## src/rtl/hex_glyph_streamer_pkg.sv

```systemverilog
// Shared definitions for the hex glyph raster streamer: glyph geometry,
// controller states, frame marker bundle and the leading-zero blank mask.
package hex_glyph_streamer_pkg;

   localparam int unsigned GLYPH_W    = 16;
   localparam int unsigned GLYPH_H    = 16;
   localparam int unsigned ROW_W      = 4;
   localparam int unsigned MAX_DIGITS = 8;

   typedef enum logic [1:0] {
      IDLE  = 2'd0,
      RUN   = 2'd1,
      DRAIN = 2'd2
   } state_t;

   typedef struct packed {
      logic sof;
      logic eol;
      logic eof;
   } marker_t;

   // Digit i blanks when it and every more-significant digit are zero; digit 0 never blanks.
   function automatic logic [MAX_DIGITS-1:0] blank_mask(
      input logic [4*MAX_DIGITS-1:0] v,
      input int unsigned             ndigits,
      input bit                      lz
   );
      logic [MAX_DIGITS-1:0] m;
      logic                  upper_zero;
      m          = '0;
      upper_zero = 1'b1;
      for (int i = MAX_DIGITS - 1; i >= 1; i--) begin
         if (i < ndigits) begin
            upper_zero = upper_zero & (v[4*i +: 4] == 4'd0);
            m[i]       = lz & upper_zero;
         end
      end
      return m;
   endfunction

endpackage

```

## src/rtl/hex_glyph_raster_ctr.sv

```systemverilog
// Column/row raster position for one frame; advances once per loaded pixel
// and wraps back to (0,0) after the last pixel so the next frame starts clean.
module hex_glyph_raster_ctr
   import hex_glyph_streamer_pkg::*;
#(
   parameter int unsigned NDIGITS = 4,
   parameter int unsigned COL_W   = $clog2(NDIGITS * GLYPH_W)
) (
   input  logic             clk,
   input  logic             rst,
   input  logic             en,
   output logic [COL_W-1:0] col,
   output logic [ROW_W-1:0] row,
   output logic             col_last_c,
   output logic             frame_last_c
);

   localparam int unsigned COL_MAX = NDIGITS * GLYPH_W - 1;

   assign col_last_c   = (col == COL_W'(COL_MAX));
   assign frame_last_c = col_last_c && (row == ROW_W'(GLYPH_H - 1));

   always_ff @(posedge clk or posedge rst) begin
      if (rst) begin
         col <= '0;
         row <= '0;
      end else if (en) begin
         if (col_last_c) begin
            col <= '0;
            row <= row + ROW_W'(1);
         end else begin
            col <= col + COL_W'(1);
         end
      end
   end

endmodule

```

## src/rtl/hex_glyph_streamer.sv

```systemverilog
// Renders a latched NDIGITS-wide hex value as a row-major pixel stream by
// walking the external glyph ROM and registering each pixel onto valid/ready.
module hex_glyph_streamer
   import hex_glyph_streamer_pkg::*;
#(
   parameter int unsigned NDIGITS  = 4,
   parameter bit          BLANK_LZ = 1'b1
) (
   input  logic                 clk,
   input  logic                 rst,
   input  logic                 start,
   input  logic [4*NDIGITS-1:0] value,
   output logic                 busy,
   output logic                 done,
   output logic [3:0]           font_x,
   output logic [3:0]           font_y,
   output logic [3:0]           font_digit,
   input  logic                 font_pixel,
   output logic                 pix_valid,
   input  logic                 pix_ready,
   output logic                 pix_data,
   output logic                 pix_sof,
   output logic                 pix_eol,
   output logic                 pix_eof
);

   localparam int unsigned COL_W = $clog2(NDIGITS * GLYPH_W);

   state_t                  state;
   logic [4*NDIGITS-1:0]    cap_value;
   logic [MAX_DIGITS-1:0]   blank;
   marker_t                 mark;

   logic [COL_W-1:0]        col;
   logic [ROW_W-1:0]        row;
   logic                    col_last_c;
   logic                    frame_last_c;
   logic                    load_c;
   logic [2:0]              sel_c;
   logic [3:0]              nibble_c;
   marker_t                 mark_c;

   // Output register accepts a new pixel whenever it is empty or being drained.
   assign load_c   = (state == RUN) && (!pix_valid || pix_ready);

   // Column 0 is the most-significant digit.
   assign sel_c    = 3'(NDIGITS - 1) - 3'(col >> 4);
   assign nibble_c = 4'(cap_value >> {sel_c, 2'b00});

   assign mark_c.sof = (col == '0) && (row == '0);
   assign mark_c.eol = col_last_c;
   assign mark_c.eof = frame_last_c;

   hex_glyph_raster_ctr #(
      .NDIGITS (NDIGITS),
      .COL_W   (COL_W)
   ) u_ctr (
      .clk          (clk),
      .rst          (rst),
      .en           (load_c),
      .col          (col),
      .row          (row),
      .col_last_c   (col_last_c),
      .frame_last_c (frame_last_c)
   );

   // ROM lookup is quiet outside RUN so the glyph bus idles at zero.
   always_comb begin
      font_x     = '0;
      font_y     = '0;
      font_digit = '0;
      if (state == RUN) begin
         font_x     = col[3:0];
         font_y     = row;
         font_digit = nibble_c;
      end
   end

   assign pix_sof = mark.sof;
   assign pix_eol = mark.eol;
   assign pix_eof = mark.eof;

   always_ff @(posedge clk or posedge rst) begin
      if (rst) begin
         state     <= IDLE;
         cap_value <= '0;
         blank     <= '0;
         busy      <= 1'b0;
         done      <= 1'b0;
         pix_valid <= 1'b0;
         pix_data  <= 1'b0;
         mark      <= '0;
      end else begin
         done <= 1'b0;
         case (state)
            IDLE: begin
               if (start) begin
                  cap_value <= value;
                  blank     <= blank_mask(32'(value), NDIGITS, BLANK_LZ);
                  busy      <= 1'b1;
                  state     <= RUN;
               end
            end
            RUN: begin
               if (load_c) begin
                  pix_valid <= 1'b1;
                  pix_data  <= font_pixel & ~blank[sel_c];
                  mark      <= mark_c;
                  if (frame_last_c) begin
                     state <= DRAIN;
                  end
               end
            end
            DRAIN: begin
               // Last pixel is held until the sink takes it.
               if (pix_ready) begin
                  pix_valid <= 1'b0;
                  pix_data  <= 1'b0;
                  mark      <= '0;
                  busy      <= 1'b0;
                  done      <= 1'b1;
                  state     <= IDLE;
               end
            end
            default: state <= IDLE;
         endcase
      end
   end

endmodule

```

## config.mk

```make
export PLATFORM = sky130hd
export DESIGN_NAME = hex_glyph_streamer
export DESIGN_NICKNAME = d
export VERILOG_FILES = /design/src/rtl/hex_glyph_streamer_pkg.sv /design/src/rtl/hex_glyph_raster_ctr.sv /design/src/rtl/hex_glyph_streamer.sv
export SDC_FILE = /design/constraint.sdc
export NUM_CORES = 1
export LEC_CHECK = 0
export CORE_UTILIZATION = 35
export DETAILED_ROUTE_END_ITERATION = 10
export PLACE_DENSITY = 0.64
export REMOVE_ABC_BUFFERS = 1
export SLEW_MARGIN = 20
export SYNTH_ARGS = -nofsm -noshare
export SYNTH_HDL_FRONTEND = slang
export SYNTH_SLANG_ARGS = --single-unit
```

## constraint.sdc

```tcl
create_clock -name clk -period 1.55 [get_ports clk]
set_input_delay 0.155 -clock clk [delete_from_list [all_inputs] [get_ports clk]]
set_output_delay 0.155 -clock clk [all_outputs]
set_load 0.03 [all_outputs]
```

==> metrics.md <==
| Metric | Value |
|---|---|
| Maximum VDD drop | 0.000844 V |
| Area Growth Syn to Fin | 35.9% |
| Rows | 26 |
| CTS Sinks | 38 |
| GR peak layer | met2 |
| Power per Cell Area | 1430 nW/um^2 |
| Dpl cells | 306 |
| Max-slew headroom | 69.9% |
| Netlist Area Pre-Place | 1880 um^2 |
| Post-synthesis sequential area ratio | 50.7% |
| Layout net count | 270 |
| Period minus WS final | 1.72 ns |
| Final Cell Area | 2550 um^2 |
| Status | finished with violations |
| Critical path endpoint category | output port |
| Endpoints failing setup | 4 |
| DRC | 0 |
| Critical Path Start Type | flip-flop |
| Post-layout power | 3.64 mW |
| Syn. warnings | 0 |
| Worst-margin pin slew | 0.447 ns |
| Sequential cell area | 953 um^2 |
| Unrepaired setup endpoints after global routing | true |
| Grt total ovfl | 0 |
| Critical path buffers and inverters | 1 |
| Post-route ant nets | 0 |
| Diode count | 0 |
| 1st-pass router iterations | 4 |
| Post-place setup slack | -0.470 ns |
| First-pass GRT wire length | 6780 um |
| Max incr delay on CP | 0.53 ns |
| Chip Height | 75.2 um |
| Total wire length | 4080 um |
| Latest clock arrival within the worst-skew pair | 0.29 ns |
| # fillers | 516 |
| Crit path DAT | 1.57 ns |
| Commonest non-fill, non-tap cell in the layout | nand2_1 |
| Vias in the first global route | 1,452 |
| CP max FO | 5 |
| Final number of hold-violating endpoints | 0 |
| Placed inst area | 2400 um^2 |
| Gr usage total | 16.8% |
| Worst setup path startpoint | u_ctr.col[4]$_DFFE_PP0N_ |
| Period utilization | 111% |
| CTS tree | built |
| Clk pin slew, worst setup/hold paths | 0.07 ns |
| Setup TNS | -0.643 ns |
| Hold_buf cts | 0 |
| Die width | 75.2 um |
| Post-synthesis average cell area | 9.78 um^2 |
| Clock Tree Root | clkbuf_8 |
| Max-slew violations | 0 |
| Crit-path cells | mux4_2, and2_4, buf_6 |
| DR WL/cell | 12.9 um |
| Maximum clock rate | 0.581 GHz |
| Initial core utilization | 36.5% |
| Synth Instances | 192 |
| CP top delay family | multiplexers |
| Met1 Use GR | 21.3% |
| Synth Register Bits | 38 |
| Via count | 1,500 |
| Vias per cell | 4.75 |
| FF-to-FF Start | u_ctr.col[4]$_DFFE_PP0N_ |
| Leakage power | 1.21 nW |
| Final std cells w/o fill | 316 |
| Core area | 5140 um^2 |
| DRT iter0 DRCs | 89 |
| CTS Buf Count | 5 |
| Share of layout cells above drive strength 1 | 26.4% |
| Fin worst setup slack | -0.173 ns |
| Placer Congestion | 0.739 |
| Met3 GRT Util | 4.28% |
| Count of different cell masters after synthesis | 42 |
| H-tree Lvls | 2 |
| Number of synthesized flops with an enable pin | 0 |
| Final clock skew | 0.00504 ns |
| CP max stage cell | mux4_2 |
| CTS max path bufs | 2 |
| Asr flop ratio synth | 100% |
| Failing checks | setup timing |
| Port bufs | 39 |
| CP required | 1.39 ns |
| Max-cap check violation count | 0 |
| Multi-input gate area | 870 um^2 |
| CP Class | reg -> out |
| Global-route met2 utilization | 27.6% |
| Ports | 40 |
| Predominant post-synthesis flop cell | dfrtp_1 |
| Die area | 5660 um^2 |
| Pin count of the biggest net entering global routing | 39 |
| Initial antenna violation count | 0 |
| Commonest non-fill, non-tap cells in the layout | 67 x nand2_1, 36 x dfrtp_1, 27 x clkdlybuf4s50_1 |
| Post-DP HPWL | 2900 um |
| Type of the tightest min-delay check | in -> async |
registers in the layout, summed over array words and instances (netlist names), 2 cells and up:
signal and cells:
state 2, cap_value 16, u_ctr.row 4, u_ctr.col 6, blank 3
tightest hold or removal path: cells and delay by family:
| kind | cells | cell delay, ns |
|---|---|---|
| buffers and inverters | 3 | 0.71 |
worst paths after layout:
check	to	slack, ns	cells after the start
min in group clk	cap_value[0]$_DFFE_PP0P_	0.39	3
setup reg to reg	state[0]$_DFFE_PP0P_	0.09	5
hold / removal	cap_value[1]$_DFFE_PP0P_	0.21	3
max in group asynchronous	u_ctr.col[5]$_DFFE_PP0N_	1.14	3
hold reg to reg	busy$_DFFE_PP0P_	0.48	2
setup / recovery	font_digit[1]	-0.17	3
area by class of cell:
class,instances,area share (%)
well taps,70,3.43
clock inverters,1,0.196
flip-flops and latches,38,37.4
inverters,6,0.883
clock buffers,7,3.38
repair buffers,55,20.6
multi-input cells,139,34.1
power breakdown:
part | internal [mW] | total [mW] | switching (mW) | leakage, nW
registers | 1.23 | 1.46 | 0.237 | 0.477
clock network | 0.359 | 0.699 | 0.340 | 0.0482
logic | 0.758 | 1.48 | 0.717 | 0.685
total | 2.34 | 3.64 | 1.29 | 1.21
per-layer routing:
layer	share of wire [%]	up-vias	wire, um
li1	-	735	-
met1	46	717	1890
met2	47	42	1930
met3	5.0	6	204
met4	1.4	0	59
met5	0	-	0
through the flow:
stage	util (%)	hold WS, ns
3_3_place_gp	46.6	0.451
2_1_floorplan	-	0.260
4_1_cts	48.8	0.215
6_report	49.6	0.211
3_5_place_dp	46.6	0.458
5_1_grt	49.6	0.244
repair_timing:
action                     in CTS  in global routing
setup endpoints to repair      11                 11
pin swaps                       4                  0
resized for setup              41                 10
setup buffers                   1                  1
logic make-up (layout without fill, tap and decap cells):
kind of cell	Yosys count	after routing	share of synthesized area, %
AND/OR/NAND/NOR	110	110	27.9
flip-flops	38	38	50.7
buffers and inverters	15	69	4.13
AO/OA/AOI/OAI	14	14	5.60
multiplexers	6	6	6.73
XOR/XNOR	5	5	2.33
adder cells (fa/ha/maj)	4	4	2.67
cells in the mapped netlist, types with 2 or more instances:
cell type	count	area, um^2
a22o_1	3	26.3
and2_1	8	50.1
buf_2	2	10.0
buf_4	3	22.5
clkbuf_1	2	7.51
dfrtp_1	38	951
ha_1	4	50.1
inv_1	6	22.5
mux4_1	4	105
nand2_1	67	251
nand3_1	6	30.0
nor2_1	9	33.8
nor2_2	2	12.5
nor3_1	2	10.0
nor4_1	3	18.8
o21ai_0	4	20.0
xnor2_1	3	26.3
xor2_1	2	17.5
No activity file was read; power rests on OpenSTA's default activity.
